[config.mk]
export PLATFORM = sky130hd
export DESIGN_NAME = down_counter_timer
export DESIGN_NICKNAME = d
export VERILOG_FILES = /design/src/rtl/timer_defs.sv /design/src/rtl/down_counter_timer.sv
export SDC_FILE = /design/constraint.sdc
export NUM_CORES = 1
export LEC_CHECK = 0
export BUFFER_PORTS_ARGS = -buffer_cell sky130_fd_sc_hd__buf_2
export CORE_ASPECT_RATIO = 0.6
export CORE_MARGIN = 8
export CORE_UTILIZATION = 35
export DETAILED_ROUTE_END_ITERATION = 16
export SKIP_LAST_GASP = 1
export SLEW_MARGIN = 20
export SYNTH_ARGS = -nofsm -noshare
export SYNTH_HDL_FRONTEND = slang
export SYNTH_SLANG_ARGS = --single-unit
[constraint.sdc]
create_clock -name clock -period 2 [get_ports clock]
set_input_delay 0.1 -clock clock [delete_from_list [all_inputs] [get_ports clock]]
set_output_delay 0.1 -clock clock [all_outputs]
set_load 0.01 [all_outputs]
[src/rtl/timer_defs.sv]
// Shared definitions for the timer/counter group: FSM state encodings and
// the count-mode encodings used by the down-counter timer.
package timer_defs;

  typedef enum logic [1:0] {
    ST_IDLE    = 2'd0,
    ST_RUN     = 2'd1,
    ST_EXPIRED = 2'd2
  } state_t;

  localparam logic MODE_ONESHOT  = 1'b0;
  localparam logic MODE_PERIODIC = 1'b1;

endpackage

[src/rtl/down_counter_timer.sv]
// Loadable down-counter/timer. It counts a software-loaded value down to
// terminal count in one-shot or periodic (auto-reload) mode. It emits a
// one-cycle registered terminal-count pulse.
module down_counter_timer
  import timer_defs::*;
#(
  parameter int WIDTH = 4
) (
  input  logic             clock,
  input  logic             reset,
  input  logic             enable,
  input  logic             load,
  input  logic [WIDTH-1:0] load_value,
  input  logic             start,
  input  logic             abort,
  input  logic             mode,
  output logic [WIDTH-1:0] counter_out,
  output logic             busy,
  output logic             tc_pulse,
  output logic             done
);

  localparam logic [WIDTH-1:0] ONE  = {{(WIDTH-1){1'b0}}, 1'b1};
  localparam logic [WIDTH-1:0] ZERO = '0;

  state_t           state_q, state_n;
  logic [WIDTH-1:0] counter_q, counter_n;
  logic [WIDTH-1:0] reload_q, reload_n;
  logic             mode_q, mode_n;
  logic             done_q, done_n;
  logic             tc_q, tc_n;

  // Next-state and datapath decode; priority is load > abort > start > count.
  always_comb begin
    // NOTE: every signal gets a default before the priority chain, so no
    // path leaves one unassigned and no latch is inferred.
    state_n   = state_q;
    counter_n = counter_q;
    reload_n  = reload_q;
    mode_n    = mode_q;
    done_n    = done_q;
    tc_n      = 1'b0;

    if (load) begin
      reload_n  = load_value;
      counter_n = load_value;
      state_n   = ST_IDLE;
      done_n    = 1'b0;
    end else if (abort && state_q == ST_RUN) begin
      // The count freezes where it is; abort outside RUN falls through.
      state_n = ST_IDLE;
    end else if (start && reload_q != ZERO) begin
      // Restart from the reload register; a coincident tc is dropped.
      counter_n = reload_q;
      mode_n    = mode;
      done_n    = 1'b0;
      state_n   = ST_RUN;
    end else if (state_q == ST_RUN && enable) begin
      if (counter_q == ONE) begin
        tc_n = 1'b1;
        if (mode_q == MODE_PERIODIC) begin
          // Reloading directly from 1 gives a period of exactly reload_q.
          counter_n = reload_q;
        end else begin
          counter_n = ZERO;
          state_n   = ST_EXPIRED;
          done_n    = 1'b1;
        end
      end else if (counter_q != ZERO) begin
        counter_n = counter_q - ONE;
      end
    end
  end

  // Single state register for FSM and datapath, with synchronous reset.
  always_ff @(posedge clock) begin
    // NOTE: non-blocking assignments so every register samples the
    // pre-edge values, independent of statement order.
    if (reset) begin
      state_q   <= ST_IDLE;
      counter_q <= ZERO;
      reload_q  <= ZERO;
      mode_q    <= MODE_ONESHOT;
      done_q    <= 1'b0;
      tc_q      <= 1'b0;
    end else begin
      state_q   <= state_n;
      counter_q <= counter_n;
      reload_q  <= reload_n;
      mode_q    <= mode_n;
      done_q    <= done_n;
      tc_q      <= tc_n;
    end
  end

  assign counter_out = counter_q;
  assign busy        = (state_q == ST_RUN);
  assign tc_pulse    = tc_q;
  assign done        = done_q;

endmodule

==> metrics.txt <==
HP Start abort; Mapped Cells 82; Mapped Avg Cell Area 9.23 um^2; CTS Hold Bufs 0; startpoint types flip-flop; final hold violations 0; Worst-path clk slew 80 ps; RePlAce Congestion 0.795; final setup skew 5.60 ps; Max VDD drop 0.000415 V; top-count cell post-synth dfxtp_1; first-pass GRT wire length 3.17 mm; Commonest cells post-synth 13 x dfxtp_1, 9 x a21oi_1, 8 x nor2_1, 5 x a211oi_1; hold slack final 17.4 ps; worst-margin pin slew 488 ps; Final Max Tran Viols 0; TritonCTS clock tree built; DR iter-0 viols 53; sequential area share after synthesis 34.4%; Peak Freq 532 MHz; Yosys top cell by area dfxtp_1; area share of the largest cell type after synthesis 34.4%; slack of the critical path 120 ps; post-route insts no fill 131; Root Buffer clkbuf_4; gr ovfl total 0; Clock Latency Late Sink 290 ps; ys async rst share 0%; WL per Instance 15.4 um; number of global-route vias before repair 621; Slew Limit Headroom 67.3%; die width 76.0 um; Netlist cell types 34; initial antenna violation count 0; flops & latches, synth 13; ant diodes 0; YS warnings 0; FF-to-FF Start counter_out[1]$_SDFFE_PP0P_; Nets 116; min-delay worst type in2reg; num ports 18; Area Growth Syn to Fin 18.5%; CTS Buf Count 3; share of cells above drive strength 1 29.7%; syn_nets 96; maximum fanout along the worst path 5; CP Data Arrival Time 2100 ps; Overall Power 625 uW; total number of H-tree levels 1; Inst Count DP 127; Antenna Nets Post-Route 0; Via density 5.31; leakage 0.000359 uW; placed wire-length estimate 1.54 mm; Worst Setup Path Type reg2reg; buffer depth of the longest clock path 2; power per cell area 697 nW/um^2; crit end category flip-flop; overall routing resource usage 10.3%; clk sinks 13; pre-CTS WS 74.7 ps; FF-to-FF path depth 7; core region area 2100 um^2; Setup Viol. Count Final 0; Starting Density 36.1%; row cnt 13; cell area after synthesis 757 um^2; via count 696; Post-CTS Setup Inserts 0; status finished clean; CP Data Required Time 2220 ps; drt drc 0; DRT Pass-1 Iters 4; final critical-path required period 1880 ps; synth top area cells dfxtp_1 34%, a21oi_1 6.0%, a211oi_1 5.0%; EDFF count, synth 0; fin crit share 94.0%; Max-cap violations 0; Primary FF master, synth dfxtp_1; die height 52.0 um; largest net degree at the start of global routing 21; Hold Crit Depth 2; port bufs 17; Worst Setup SP counter_out[1]$_SDFFE_PP0P_; Die Area 3960 um^2; Routed Wire Length 2.02 mm
==> final timing paths <==
check / to / slack (ps)
min: tc_pulse$_SDFF_PP0_ / 20
min reg2reg: state_q[1]$_SDFFE_PP0P_ / 510
max reg2reg: counter_out[3]$_SDFFE_PP0P_ / 120
max: counter_out[3]$_SDFFE_PP0P_ / 120
==> worst max-delay path, stage by stage (launching register included) <==
cell       delay (ps)
dfxtp_1           330
inv_1             140
ha_1              260
nor3b_4           250
a21oi_1           160
o2111ai_1         190
or3b_1            350
a21oi_1           140
==> cell type report <==
class | instances | area, um^2
clock buffer | 3 | 22.5
clock inverter | 1 | 5.00
fill | 214 | 1200
inverter | 4 | 15.0
multi-input combinational | 62 | 464
sequential | 13 | 260
tap | 30 | 37.5
timing repair buffer | 18 | 92.6
==> placed cells by master, fill, tap and decap left out, types with 2 or more instances in the layout <==
master | synthesis | routed
a211oi_1 | 5 | 5
a21oi_1 | 9 | 9
buf_2 | 0 | 17
clkbuf_4 | 0 | 3
dfxtp_1 | 13 | 13
ha_1 | 3 | 3
inv_1 | 4 | 4
mux2i_1 | 3 | 3
nand2_1 | 3 | 3
nand2b_1 | 2 | 2
nor2_1 | 8 | 8
nor3_1 | 4 | 4
o31ai_1 | 2 | 2
o41ai_1 | 2 | 2
==> state kept, by name, indices dropped and copies added, names as in the netlist <==
name,flops
counter_out,4
reload_q,4
state_q,2
done,1
mode_q,1
tc_pulse,1
==> metal layers <==
metal / wire, um / up-vias / part of all wire (%) / track usage (%)
met5: 0 / - / 0 / 0
met2: 774 / 24 / 38 / 13.2
li1: - / 348 / - / -
met1: 1060 / 320 / 52 / 14.4
met4: 22 / 0 / 1.1 / 3.87
met3: 164 / 4 / 8.1 / 4.47
==> logic make-up after synthesis <==
| group | Yosys count | synth area share (%) |
|---|---|---|
| flops | 13 | 34.4 |
| buf+inv | 7 | 6.12 |
| simple gates | 28 | 21.3 |
| mux | 3 | 3.97 |
| fa+ha+maj | 3 | 4.96 |
| compound gates | 28 | 29.3 |
==> through the flow <==
stage | utilization (%) | TNS, ps | area (um^2)
floorplan | - | 0 | 757
global placement | 40.8 | 0 | 856
detailed placement | 40.8 | 0 | 856
CTS | 42.1 | 0 | 883
global route | 42.8 | -13.9 | 897
finish | 42.8 | 0 | 897
==> power breakdown <==
| group | switching, uW | total (uW) | internal, uW |
|---|---|---|---|
| logic | 85.5 | 156 | 70.9 |
| clock network | 96.9 | 171 | 74.4 |
| registers | 23.5 | 297 | 274 |
| total | 206 | 625 | 419 |
==> repair_timing <==
action                                  CTS  global route
gates resized for setup                   0             3
endpoints found under the hold margin     0             0
endpoints found under the setup margin    0             5
Note: power is estimated with default switching activity, not from simulation.
